===== config.mk =====
export PLATFORM = sky130hd
export DESIGN_NAME = y86_seq_ctrl
export DESIGN_NICKNAME = d
export VERILOG_FILES = /design/src/rtl/y86_pkg.sv /design/src/rtl/y86_pc_sel.sv /design/src/rtl/y86_seq_ctrl.sv
export SDC_FILE = /design/constraint.sdc
export NUM_CORES = 1
export LEC_CHECK = 0
export CAP_MARGIN = 40
export CORE_ASPECT_RATIO = 0.8
export CORE_MARGIN = 2
export CORE_UTILIZATION = 25
export CTS_BUF_LIST = sky130_fd_sc_hd__clkbuf_8 sky130_fd_sc_hd__clkbuf_16
export DETAILED_ROUTE_END_ITERATION = 10
export SKIP_LAST_GASP = 1
export SLEW_MARGIN = 10
export SYNTH_ARGS = -nofsm -noshare
export SYNTH_HDL_FRONTEND = slang
export SYNTH_SLANG_ARGS = --single-unit

===== constraint.sdc =====
create_clock -name clk -period 4.7 [get_ports clk]
set_input_delay 0.47 -clock clk [delete_from_list [all_inputs] [get_ports clk]]
set_output_delay 0.47 -clock clk [all_outputs]
set_load 0.05 [all_outputs]

===== src/rtl/y86_pkg.sv =====
// y86_pkg -- shared definitions for the Y86-64 sequential controller.
//   Instruction codes, status codes, controller state enum and small
//   icode classification helpers.
package y86_pkg;

  localparam logic [3:0] I_HALT   = 4'h0;
  localparam logic [3:0] I_NOP    = 4'h1;
  localparam logic [3:0] I_RRMOVQ = 4'h2;
  localparam logic [3:0] I_IRMOVQ = 4'h3;
  localparam logic [3:0] I_RMMOVQ = 4'h4;
  localparam logic [3:0] I_MRMOVQ = 4'h5;
  localparam logic [3:0] I_OPQ    = 4'h6;
  localparam logic [3:0] I_JXX    = 4'h7;
  localparam logic [3:0] I_CALL   = 4'h8;
  localparam logic [3:0] I_RET    = 4'h9;
  localparam logic [3:0] I_PUSHQ  = 4'hA;
  localparam logic [3:0] I_POPQ   = 4'hB;

  localparam logic [2:0] STAT_AOK = 3'd1;
  localparam logic [2:0] STAT_HLT = 3'd2;
  localparam logic [2:0] STAT_ADR = 3'd3;
  localparam logic [2:0] STAT_INS = 3'd4;

  typedef enum logic [2:0] {
    S_IDLE,
    S_FETCH,
    S_DECODE,
    S_EXECUTE,
    S_MEMORY,
    S_WRITEBACK,
    S_PCUPD,
    S_HALT
  } state_e;

  // Instructions that touch data memory and therefore wait for mem_ready.
  function automatic logic is_mem_icode(input logic [3:0] ic);
    return (ic == I_RMMOVQ) || (ic == I_MRMOVQ) || (ic == I_CALL) ||
           (ic == I_RET)    || (ic == I_PUSHQ)  || (ic == I_POPQ);
  endfunction

  function automatic logic is_valid_icode(input logic [3:0] ic);
    return ic <= I_POPQ;
  endfunction

endpackage


===== src/rtl/y86_pc_sel.sv =====
// y86_pc_sel -- combinational next-PC selection.
//   icode  : instruction code of the retiring instruction
//   cond   : branch condition from execute
//   valC   : constant word (jump/call target)
//   valM   : word read from memory (return address)
//   valP   : address of the sequentially next instruction
//   pc_next: selected next PC
module y86_pc_sel
  import y86_pkg::*;
(
  input  logic [3:0]  icode,
  input  logic        cond,
  input  logic [63:0] valC,
  input  logic [63:0] valM,
  input  logic [63:0] valP,
  output logic [63:0] pc_next
);

  always_comb begin
    pc_next = valP;
    if (icode == I_CALL || (icode == I_JXX && cond)) begin
      pc_next = valC;
    end else if (icode == I_RET) begin
      pc_next = valM;
    end
  end

endmodule


===== src/rtl/y86_seq_ctrl.sv =====
// y86_seq_ctrl -- sequencing FSM for a non-pipelined Y86-64 core.
//   Steps one instruction at a time through fetch/decode/execute/memory/
//   writeback/PC-update, raising one stage strobe per stage, and stops in
//   HALT on halt, illegal instruction or memory fault.
// Ports:
//   clk, rst                  clock, synchronous active-high reset
//   start                     leave IDLE and begin fetching at PC
//   icode, ifun               decoded fields from fetch
//   cond                      branch condition from execute
//   instruct_err, mem_err     fault flags from fetch / memory
//   valC, valP, valM          next-PC candidates
//   mem_ready                 data-memory completion handshake
//   PC                        current instruction address
//   f_en..w_en                one-hot stage strobes
//   cc_we                     condition-code write enable (OPq in EXECUTE)
//   stat                      AOK=1 HLT=2 ADR=3 INS=4
//   busy, halted              activity / halt indicators
// Build option: define PERF_CNT_EN to add cycle_cnt and inst_cnt outputs.
//
// state     | meaning
// ----------+------------------------------------------------------
// IDLE      | waiting for start
// FETCH     | f_en; classify faults / halt
// DECODE    | d_en
// EXECUTE   | e_en; cc_we for OPq; arm memory timeout
// MEMORY    | m_en; held for memory ops until mem_ready or timeout
// WRITEBACK | w_en
// PCUPD     | load next PC
// HALT      | stopped until rst; PC and stat frozen
module y86_seq_ctrl
  import y86_pkg::*;
#(
  parameter logic [63:0] RESET_PC    = 64'd0,
  parameter int          MEM_TIMEOUT = 16
) (
  input  logic        clk,
  input  logic        rst,
  input  logic        start,
  input  logic [3:0]  icode,
  input  logic [3:0]  ifun,
  input  logic        cond,
  input  logic        instruct_err,
  input  logic        mem_err,
  input  logic [63:0] valC,
  input  logic [63:0] valP,
  input  logic [63:0] valM,
  input  logic        mem_ready,
  output logic [63:0] PC,
  output logic        f_en,
  output logic        d_en,
  output logic        e_en,
  output logic        m_en,
  output logic        w_en,
  output logic        cc_we,
  output logic [2:0]  stat,
`ifdef PERF_CNT_EN
  output logic [31:0] cycle_cnt,
  output logic [31:0] inst_cnt,
`endif
  output logic        busy,
  output logic        halted
);

  localparam int TMO_W = (MEM_TIMEOUT > 1) ? $clog2(MEM_TIMEOUT) : 1;
  // Down-counter starts at MEM_TIMEOUT-1 so that the MEM_TIMEOUT-th
  // consecutive cycle without mem_ready is the one that faults.
  localparam logic [TMO_W-1:0] TMO_LOAD = TMO_W'(MEM_TIMEOUT - 1);

  state_e            state_q, state_d;
  logic [63:0]       pc_q, pc_d;
  logic [2:0]        stat_q, stat_d;
  logic [TMO_W-1:0]  tmo_q, tmo_d;
  logic [63:0]       pc_next;

  // Function code is consumed by execute, not by sequencing.
  logic unused_ifun;
  assign unused_ifun = ^ifun;

  y86_pc_sel u_pc_sel (
    .icode   (icode),
    .cond    (cond),
    .valC    (valC),
    .valM    (valM),
    .valP    (valP),
    .pc_next (pc_next)
  );

  always_ff @(posedge clk) begin
    if (rst) begin
      state_q <= S_IDLE;
      pc_q    <= RESET_PC;
      stat_q  <= STAT_AOK;
      tmo_q   <= '0;
    end else begin
      state_q <= state_d;
      pc_q    <= pc_d;
      stat_q  <= stat_d;
      tmo_q   <= tmo_d;
    end
  end

  always_comb begin
    state_d = state_q;
    pc_d    = pc_q;
    stat_d  = stat_q;
    tmo_d   = tmo_q;
    f_en    = 1'b0;
    d_en    = 1'b0;
    e_en    = 1'b0;
    m_en    = 1'b0;
    w_en    = 1'b0;
    cc_we   = 1'b0;
    unique case (state_q)
      S_IDLE: begin
        if (start) state_d = S_FETCH;
      end
      S_FETCH: begin
        f_en = 1'b1;
        if (mem_err) begin
          stat_d  = STAT_ADR;
          state_d = S_HALT;
        end else if (instruct_err || !is_valid_icode(icode)) begin
          stat_d  = STAT_INS;
          state_d = S_HALT;
        end else if (icode == I_HALT) begin
          stat_d  = STAT_HLT;
          state_d = S_HALT;
        end else begin
          state_d = S_DECODE;
        end
      end
      S_DECODE: begin
        d_en    = 1'b1;
        state_d = S_EXECUTE;
      end
      S_EXECUTE: begin
        e_en    = 1'b1;
        cc_we   = (icode == I_OPQ);
        tmo_d   = TMO_LOAD;
        state_d = S_MEMORY;
      end
      S_MEMORY: begin
        m_en = 1'b1;
        if (mem_err) begin
          stat_d  = STAT_ADR;
          state_d = S_HALT;
        end else if (!is_mem_icode(icode) || mem_ready) begin
          state_d = S_WRITEBACK;
        end else if (tmo_q == '0) begin
          stat_d  = STAT_ADR;
          state_d = S_HALT;
        end else begin
          tmo_d = tmo_q - TMO_W'(1);
        end
      end
      S_WRITEBACK: begin
        w_en    = 1'b1;
        state_d = S_PCUPD;
      end
      S_PCUPD: begin
        pc_d    = pc_next;
        state_d = S_FETCH;
      end
      S_HALT: begin
        state_d = S_HALT;
      end
      default: begin
        state_d = S_IDLE;
      end
    endcase
  end

  assign PC     = pc_q;
  assign stat   = stat_q;
  assign busy   = (state_q != S_IDLE) && (state_q != S_HALT);
  assign halted = (state_q == S_HALT);

`ifdef PERF_CNT_EN
  logic [31:0] cycle_cnt_q, inst_cnt_q;

  always_ff @(posedge clk) begin
    if (rst) begin
      cycle_cnt_q <= '0;
      inst_cnt_q  <= '0;
    end else begin
      if (busy) cycle_cnt_q <= cycle_cnt_q + 32'd1;
      if (state_q == S_PCUPD) inst_cnt_q <= inst_cnt_q + 32'd1;
    end
  end

  assign cycle_cnt = cycle_cnt_q;
  assign inst_cnt  = inst_cnt_q;
`endif

endmodule


### Word-level counts from Yosys, hierarchy flattened

Cells that the tools add are included.

| storage, ports and cells | value |
|---|---|
| flip-flop bits (word level) | 74 |
| output and inout port bits | 75 |
| bits of input ports | 207 |
| memory bits (writable) | 0 |
| bits in read-only memories | 0 |
| bits in latches | 0 |
| memories kept | 0 |

| operators by class | value |
|---|---|
| shift-type cells | 0 |
| add/sub/neg operators | 1 |
| mux-type cells | 27 |
| eq/ne operators | 24 |
| $mul | 0 |
| divide/modulo/power cells | 0 |
| magnitude comparators | 1 |
| reductions and logical operators | 21 |
| bitwise operators | 0 |

Operators by type and width:

| cell | count |
|---|---|
| 64-bit two-way mux | 2 |
| 3-bit two-way mux | 13 |
| 3-bit one-hot mux with 8 select lines | 1 |
| 4-bit by 3-bit equality test with 1-bit output (second input constant) | 4 |
| 4-bit equality test (second input constant) | 4 |
| 3-bit equality test (second input constant) | 4 |
| 4-bit two-way mux | 3 |
| 3-bit != test (second input constant) | 3 |
| 4-bit logical NOT | 2 |
| 1-bit logical OR | 8 |
| 2-bit != test (second input constant) | 4 |
| 4-bit != test (second input constant) | 2 |
| 4-bit one-hot mux with 2 select lines | 1 |
| 4-bit AND reduction | 2 |
| 3-bit by 2-bit equality test with 1-bit output (second input constant) | 2 |
| 1-bit two-way mux | 6 |
| 3-bit one-hot mux with 2 select lines | 1 |
| 4-bit <= comparator (second input constant) | 1 |
| 2-bit nonzero test | 2 |
| 4-bit by 1-bit subtractor with 4-bit output (second input constant) | 1 |
| 3-bit by 1-bit equality test with 1-bit output (second input constant) | 1 |
| 3-bit logical NOT | 1 |
| 3-bit nonzero test | 1 |
| 1-bit logical AND | 2 |
| 2 further kinds | 3 |

### Longest topological paths before layout

Gate-level depths: netlist of the first run.

| depth | value |
|---|---|
| depth in word-level cells | 11 |
| gate-level depth with buffers | 7 |

### Modules after synthesis

From an unflattened synthesis of the first run, not the netlist that was laid out.

| second synthesis, totals | value |
|---|---|
| cells, all modules | 506 |
| area, all modules | 4,440.5 µm² |

Modules (own cells, without submodules):

| module | times used | area each (µm²) | cells an instance |
|---|---|---|---|
| y86_seq_ctrl | 1 | 2,816.5 | 361 |
| y86_pc_sel | 1 | 1,624.1 | 145 |

### Least setup slack after synthesis of the first run

OpenSTA, ideal clock, no wires.

| timing | value |
|---|---|
| path type | input-to-output |
| from | in icode[3] |
| to | out cc_we |
| cell stages on the path | 2 |
| data arrival time | 1.760 ns |
| data required time | 4.230 ns |
| path slack | 2.470 ns |
| cell sequence | nand3b_1 > nor3_1 |

| on the way | value |
|---|---|
| cells in the longest elaborated chain, start to end | 2 |

Ends and longest elaborated chain:

| what | RTL line | source |
|---|---|---|
| start: declaration | y86_seq_ctrl.sv:39 | `input logic [3:0] icode,` |
| 4-bit by 3-bit equality test with 1-bit output | y86_seq_ctrl.sv:138 | `cc_we = (icode == I_OPQ);` |
| 1-bit two-way mux | y86_seq_ctrl.sv:113 | `unique case (state_q)` |
| end: declaration | y86_seq_ctrl.sv:54 | `output logic cc_we,` |

No other way between the ends.

### Final worst setup path of the first run

| timing | value |
|---|---|
| from | reg state_q[2] |
| to | out m_en |

| on the way | value |
|---|---|
| cells in the longest elaborated chain, start to end | 2 |

Ends and longest elaborated chain:

| what | RTL line | source |
|---|---|---|
| start: declaration | y86_seq_ctrl.sv:69 | `state_e state_q, state_d;` |
| start signal: assignment | y86_seq_ctrl.sv:95 | `state_q <= state_d;` |
| 3-bit equality test | y86_seq_ctrl.sv:113 |  |
| 1-bit two-way mux | y86_seq_ctrl.sv:113 |  |
| end: declaration | y86_seq_ctrl.sv:52 | `output logic m_en,` |

No other way between the ends.

==> flow_metrics.env, run 1 <==
export IMPL_antenna_cells_inserted=0
export IMPL_cts_inserted_buffers=9
export IMPL_cts_htree_levels=3
export IMPL_die_w_um=145
export IMPL_post_cts_resize_count=0
export IMPL_netlist_top_cells_count="sky130_fd_sc_hd__o21ai_0 (86), sky130_fd_sc_hd__dfxtp_1 (74), sky130_fd_sc_hd__nand2_1 (68), sky130_fd_sc_hd__a211oi_1 (67), sky130_fd_sc_hd__nor2b_1 (65)"
export IMPL_drt_first_pass_iters=4
export IMPL_worst_skew_pair_late_latency_ps=340
export IMPL_maxCapViolCount=0
export IMPL_maximum_number_of_pins_on_one_net_before_global_route_repair=67
export IMPL_via_count_of_the_first_global_routing_pass=4635
export IMPL_max_freq_ghz=0.346
export IMPL_remaining_drc_errors=0
export IMPL_grt_antenna_before_repair=0
export IMPL_max_slew_margin_pct=47.9
export IMPL_synthDominantAreaCellType="sky130_fd_sc_hd__dfxtp_1"
export IMPL_worstPathArrival_ps=2420
export IMPL_cts_root_buf="sky130_fd_sc_hd__clkbuf_16"
export IMPL_netlist_instances=522
export IMPL_place_detailed_hpwl_um=11500
export IMPL_synthesis_area_um2=4000
export IMPL_seq_area_frac_synth_pct=37.0
export IMPL_yosysUniqueCellTypes=42
export IMPL_clkSinkCount=74
export IMPL_final_layout_size_suffix_gt1_share_pct=3.74
export IMPL_postSynth_asyncResetShare_pct=0
export IMPL_final_core_utilization_pct=45.9
export IMPL_drt_iter0_markers=235
export IMPL_die_height_um=117
export IMPL_type_of_destination_of_the_critical_path="output pin"
export IMPL_cts_hold_buffers=0
export IMPL_post_cts_repair_setup_buffers=0
export IMPL_outcome="complete, no violations"
export IMPL_global_route_overflow_total=0
export IMPL_rsz0062_at_grt="false"
export IMPL_synth_top_flop_cell="sky130_fd_sc_hd__dfxtp_1"
export IMPL_post_place_cells=975
export IMPL_cp_required_ps=4230
export IMPL_start_kind="register"
export IMPL_post_detailed_route_via_to_cell_ratio=4.79
export IMPL_final_antenna_net_count=0
export IMPL_synthesis_area_per_instance_um2=7.66
export IMPL_cts_tree="built"
export IMPL_grt_pass1_wl_um=23700
export IMPL_track_usage_pct=17.6
export IMPL_core_area_um2=15700
export IMPL_io_pins=282
export IMPL_clock_tree_buffer_depth=2
export IMPL_crit_path_max_fanout=10
export IMPL_finalSetupTns_ps=0
export IMPL_ys_ff_latch=74
export IMPL_fp_row_count=41
export IMPL_wire_per_inst_um=15.5
export IMPL_synth_area_top_cells="sky130_fd_sc_hd__dfxtp_1 (37%), sky130_fd_sc_hd__a211oi_1 (13%), sky130_fd_sc_hd__o21ai_0 (11%)"
export IMPL_timing_hold_violations_final=0
export IMPL_post_synth_top_area_fraction_pct=37.0
export IMPL_finish_net_count=979
export IMPL_finish_cell_count_without_fillers=991
export IMPL_timing_worst_setup_path_type="reg2out"
export IMPL_period_minus_ws_final_ps=2890
export IMPL_final_number_of_setup_violating_endpoints=0
export IMPL_portBuffers=277
export IMPL_synth_most_common_cell="sky130_fd_sc_hd__o21ai_0"
export IMPL_synthesis_to_layout_area_growth_pct=80.1
export IMPL_detailroute_via_count=4749
export IMPL_synth_yosys_warnings=0
export IMPL_worst_slew_pin_slew_ps=782
export IMPL_fp_dieArea_um2=17000
export IMPL_hold_class="reg2reg"
export IMPL_effective_utilization_at_floorplan_pct=25.5
export IMPL_synth_edff_count=0
export IMPL_final_setup_skew_ps=5.93
export IMPL_wirelength_um=15400
export IMPL_vdd_ir_drop_worst_mv=0.152
export IMPL_slew_viol_final=0
export IMPL_leakagePower_nw=2.42
export IMPL_pwr_density_cell_nw_per_um2=259
export IMPL_final_period_utilization_pct=61.5
export IMPL_path_clk_slew_ps=60
export IMPL_synth_net_count=730
export IMPL_gp_routability_congestion=0.894
-- registers in the layout, indices dropped and copies added (netlist names) --
name     flops
state_q      3
PC          64
stat         3
tmo_q        4
-- through the flow --
stage               worst slack, ps  hold slack, ps  area, um2  total power (W)
floorplan                      2470             466       4000         0.000981
global placement               1620             438       6900          0.00124
detailed placement             1780             440       6940          0.00125
CTS                            1810             447       7200          0.00190
global route                   1730             460       7200          0.00196
finish                         1810             442       7200          0.00187
-- layout make-up --
class | count | area, um2
clock buffer | 10 | 239
clock inverter | 6 | 26.3
fill | 1543 | 8490
inverter | 10 | 37.5
multi-input combinational | 393 | 2290
sequential | 74 | 1480
tap | 215 | 269
timing repair buffer | 283 | 2860
-- worst paths after layout --
kind | slack [ps] | endpoint | cells past startpoint | startpoint
worst min register to register | 440 | PC[56] | 2 | PC[56]
worst min-delay path | 440 | PC[56] | 2 | PC[56]
worst max register to register | 2620 | PC[58] | 5 | state_q[0]
worst max-delay path | 1810 | m_en | 3 | state_q[2]
-- where the power goes --
| part | internal (W) | leakage (nW) | total, W | switching [W] |
|---|---|---|---|---|
| combinational | 0.000278 | 1.67 | 0.000555 | 0.000277 |
| sequential | 0.000660 | 0.598 | 0.000686 | 0.0000262 |
| clock | 0.000363 | 0.146 | 0.000626 | 0.000263 |
-- layer usage --
layer / part of all wire (%) / global-route usage (%) / wire, um / up-vias
li1: - / - / - / 2366
met1: 43 / 20.6 / 6610 / 2160
met2: 48 / 30.5 / 7330 / 202
met3: 7.8 / 5.97 / 1210 / 21
met4: 1.7 / 6.01 / 267 / 0
met5: 0 / 0 / 0 / -
-- worst max-delay path, stage by stage, from the launching register on --
cell,delay (ps)
sky130_fd_sc_hd__dfxtp_1,510
sky130_fd_sc_hd__or3b_1,560
sky130_fd_sc_hd__inv_1,170
sky130_fd_sc_hd__clkdlybuf4s50_1,840
-- cells in the final DEF (no fill, tap or decap), types with 5 or more instances in the layout --
cell type	netlist	final
sky130_fd_sc_hd__a21oi_1	9	9
sky130_fd_sc_hd__nor2_1	9	9
sky130_fd_sc_hd__o21ai_1	45	45
sky130_fd_sc_hd__clkdlybuf4s50_1	0	277
sky130_fd_sc_hd__dfxtp_1	74	74
sky130_fd_sc_hd__o21ai_0	86	86
sky130_fd_sc_hd__nor3_1	5	5
sky130_fd_sc_hd__clkbuf_16	0	9
sky130_fd_sc_hd__inv_1	10	13
sky130_fd_sc_hd__nor2b_1	65	65
sky130_fd_sc_hd__a211oi_1	67	67
sky130_fd_sc_hd__nand2_1	68	68
-- kinds of logic after synthesis --
family / share of synthesized area [%]
AND/OR/NAND/NOR: 21.4
AO/OA/AOI/OAI: 35.1
flip-flops: 37.0
adder cells (fa/ha/maj): 0.313
buffers and inverters: 6.10
(Power assumes the default switching activity.)
==> run 2, diff against run 1 <==
Clock period 4.7 ns to 2.8 ns, I/O delays scaled along.
==> run 2 against run 1 <==
Against the previous run:
- final cell count up 0.40%
- wire length up 1.7%
- global-route usage up 0.43 points
- first-iteration DRC count down 48%
==> flow_metrics.env, run 2 (synthesized netlist as in run 1, its figures left out) <==
export IMPL_outcome="complete, no violations"
export IMPL_maximum_number_of_pins_on_one_net_before_global_route_repair=67
export IMPL_final_cell_mix="sky130_fd_sc_hd__clkdlybuf4s50_1 (276), sky130_fd_sc_hd__o21ai_0 (86), sky130_fd_sc_hd__dfxtp_1 (74)"
export IMPL_wirelength_um=15700
export IMPL_grt_pass1_wl_um=24400
export IMPL_path_clk_slew_ps=60
export IMPL_pwr_density_cell_nw_per_um2=472
export IMPL_period_minus_ws_final_ps=2460
export IMPL_hold_class="reg2reg"
export IMPL_worstPathArrival_ps=2180
export IMPL_groute_layer_met3_usage_pct=7.48
export IMPL_grt_use_met2_pct=31.2
export IMPL_antenna_cells_inserted=0
export IMPL_timing_worst_setup_path_type="reg2out"
export IMPL_start_kind="register"
export IMPL_crit_path_max_fanout=11
export IMPL_place_detailed_hpwl_um=11900
export IMPL_slew_viol_final=0
export IMPL_grt_antenna_before_repair=0
export IMPL_final_number_of_setup_violating_endpoints=0
export IMPL_maxCapViolCount=0
export IMPL_fp_dieArea_um2=17000
export IMPL_gp_routability_congestion=0.883
export IMPL_portBuffers=277
export IMPL_wire_per_inst_um=15.7
export IMPL_finish_net_count=983
export IMPL_timing_hold_violations_final=0
export IMPL_post_cts_repair_setup_buffers=0
export IMPL_clkSinkCount=74
export IMPL_drt_iter0_markers=122
export IMPL_clock_tree_buffer_depth=2
export IMPL_fp_row_count=41
export IMPL_effective_utilization_at_floorplan_pct=25.5
export IMPL_mostFrequentLayoutCell="sky130_fd_sc_hd__clkdlybuf4s50_1"
export IMPL_post_detailed_route_via_to_cell_ratio=4.81
export IMPL_worst_r2r_cell_count=4
export IMPL_final_antenna_net_count=0
export IMPL_cts_htree_levels=3
export IMPL_rsz0062_at_grt="false"
export IMPL_worst_slew_pin_slew_ps=619
export IMPL_timing_rr_start="state_q[2]"
export IMPL_cts_tree="built"
export IMPL_worst_skew_pair_late_latency_ps=340
export IMPL_drt_first_pass_iters=4
export IMPL_core_area_um2=15700
export IMPL_critical_path_endpoint="cc_we"
export IMPL_die_height_um=117
export IMPL_regToRegEndpoint="tmo_q[1]"
export IMPL_reg2reg_setup_slack_ps=860
export IMPL_io_pins=282
export IMPL_largest_reg_flops=64
export IMPL_leakagePower_nw=2.49
export IMPL_max_freq_ghz=0.406
export IMPL_max_slew_margin_pct=58.7
export IMPL_die_w_um=145
export IMPL_track_usage_pct=18.0
export IMPL_synthesis_to_layout_area_growth_pct=83.1
export IMPL_final_layout_size_suffix_gt1_share_pct=4.62
export IMPL_vdd_ir_drop_worst_mv=0.249
export IMPL_cts_root_buf="sky130_fd_sc_hd__clkbuf_16"
export IMPL_final_period_utilization_pct=88.0
export IMPL_cts_hold_buffers=0
export IMPL_remaining_drc_errors=0
export IMPL_final_setup_skew_ps=5.32
export IMPL_grt_use_met1_pct=20.3
export IMPL_post_cts_resize_count=0
export IMPL_critical_path_startpoint="state_q[1]"
export IMPL_cp_required_ps=2520
export IMPL_busiest_layer="met2"
export IMPL_hold_ws_ps=442
export IMPL_detailroute_via_count=4783
export IMPL_type_of_destination_of_the_critical_path="output pin"
export IMPL_global_route_overflow_total=0
export IMPL_cts_inserted_buffers=9
export IMPL_via_count_of_the_first_global_routing_pass=4725
export IMPL_finalSetupTns_ps=0
## run 2: area by class of cell
type                    instances  area, um2
fillers                      1562       8370
repair buffers                287       2890
multi-input cells             393       2290
flip-flops and latches         74       1480
well taps                     215        269
clock buffers                  11        253
clock inverters                 5        100
inverters                      10       37.5
## run 2: worst min-delay path by stage
stage,depth (start not counted),slack [ps],startpoint,endpoint
2_1_floorplan,2,430,rst,stat[0]
3_3_place_gp,2,430,PC[62],PC[62]
3_5_place_dp,2,440,PC[44],PC[44]
4_1_cts,2,450,PC[44],PC[44]
5_1_grt,2,460,PC[35],PC[35]
6_report,2,440,PC[43],PC[43]
## run 2: power by group
part | total (W) | leakage (nW) | switching [W] | internal [W]
Combinational | 0.000935 | 1.71 | 0.000464 | 0.000470
Clock | 0.00137 | 0.176 | 0.000453 | 0.000916
Sequential | 0.00115 | 0.598 | 0.0000451 | 0.00111
## run 2: through the flow
step | utilization (%) | setup slack, ps | cell area [um2] | cells | total power, W
2_1_floorplan | - | 766 | 4000 | 522 | 0.00165
3_3_place_gp | 44.3 | 304 | 6950 | 978 | 0.00209
3_5_place_dp | 44.4 | 412 | 6970 | 979 | 0.00211
4_1_cts | 46.6 | 50.1 | 7320 | 995 | 0.00351
5_1_grt | 46.7 | 129 | 7320 | 995 | 0.00363
6_report | 46.7 | 335 | 7320 | 995 | 0.00346
## run 2: per-layer routing
layer  up-vias  wire, um
met1      2187      6530
met3        28      1440
li1       2373         -
met2       195      7370
met5         -         0
met4         0       335
## run 2: worst max-delay path, stage by stage, from the launching register on
cell and delay, ps:
sky130_fd_sc_hd__dfxtp_1 530, sky130_fd_sc_hd__nand3b_1 240, sky130_fd_sc_hd__nor3_1 230, sky130_fd_sc_hd__clkdlybuf4s50_1 840
==> run 3, diff against run 2 <==
Settings changed: SETUP_SLACK_MARGIN from default to 0.02.
==> results of run 3 <==
The final DEF is identical to that of run 2; final timing and power are the same.
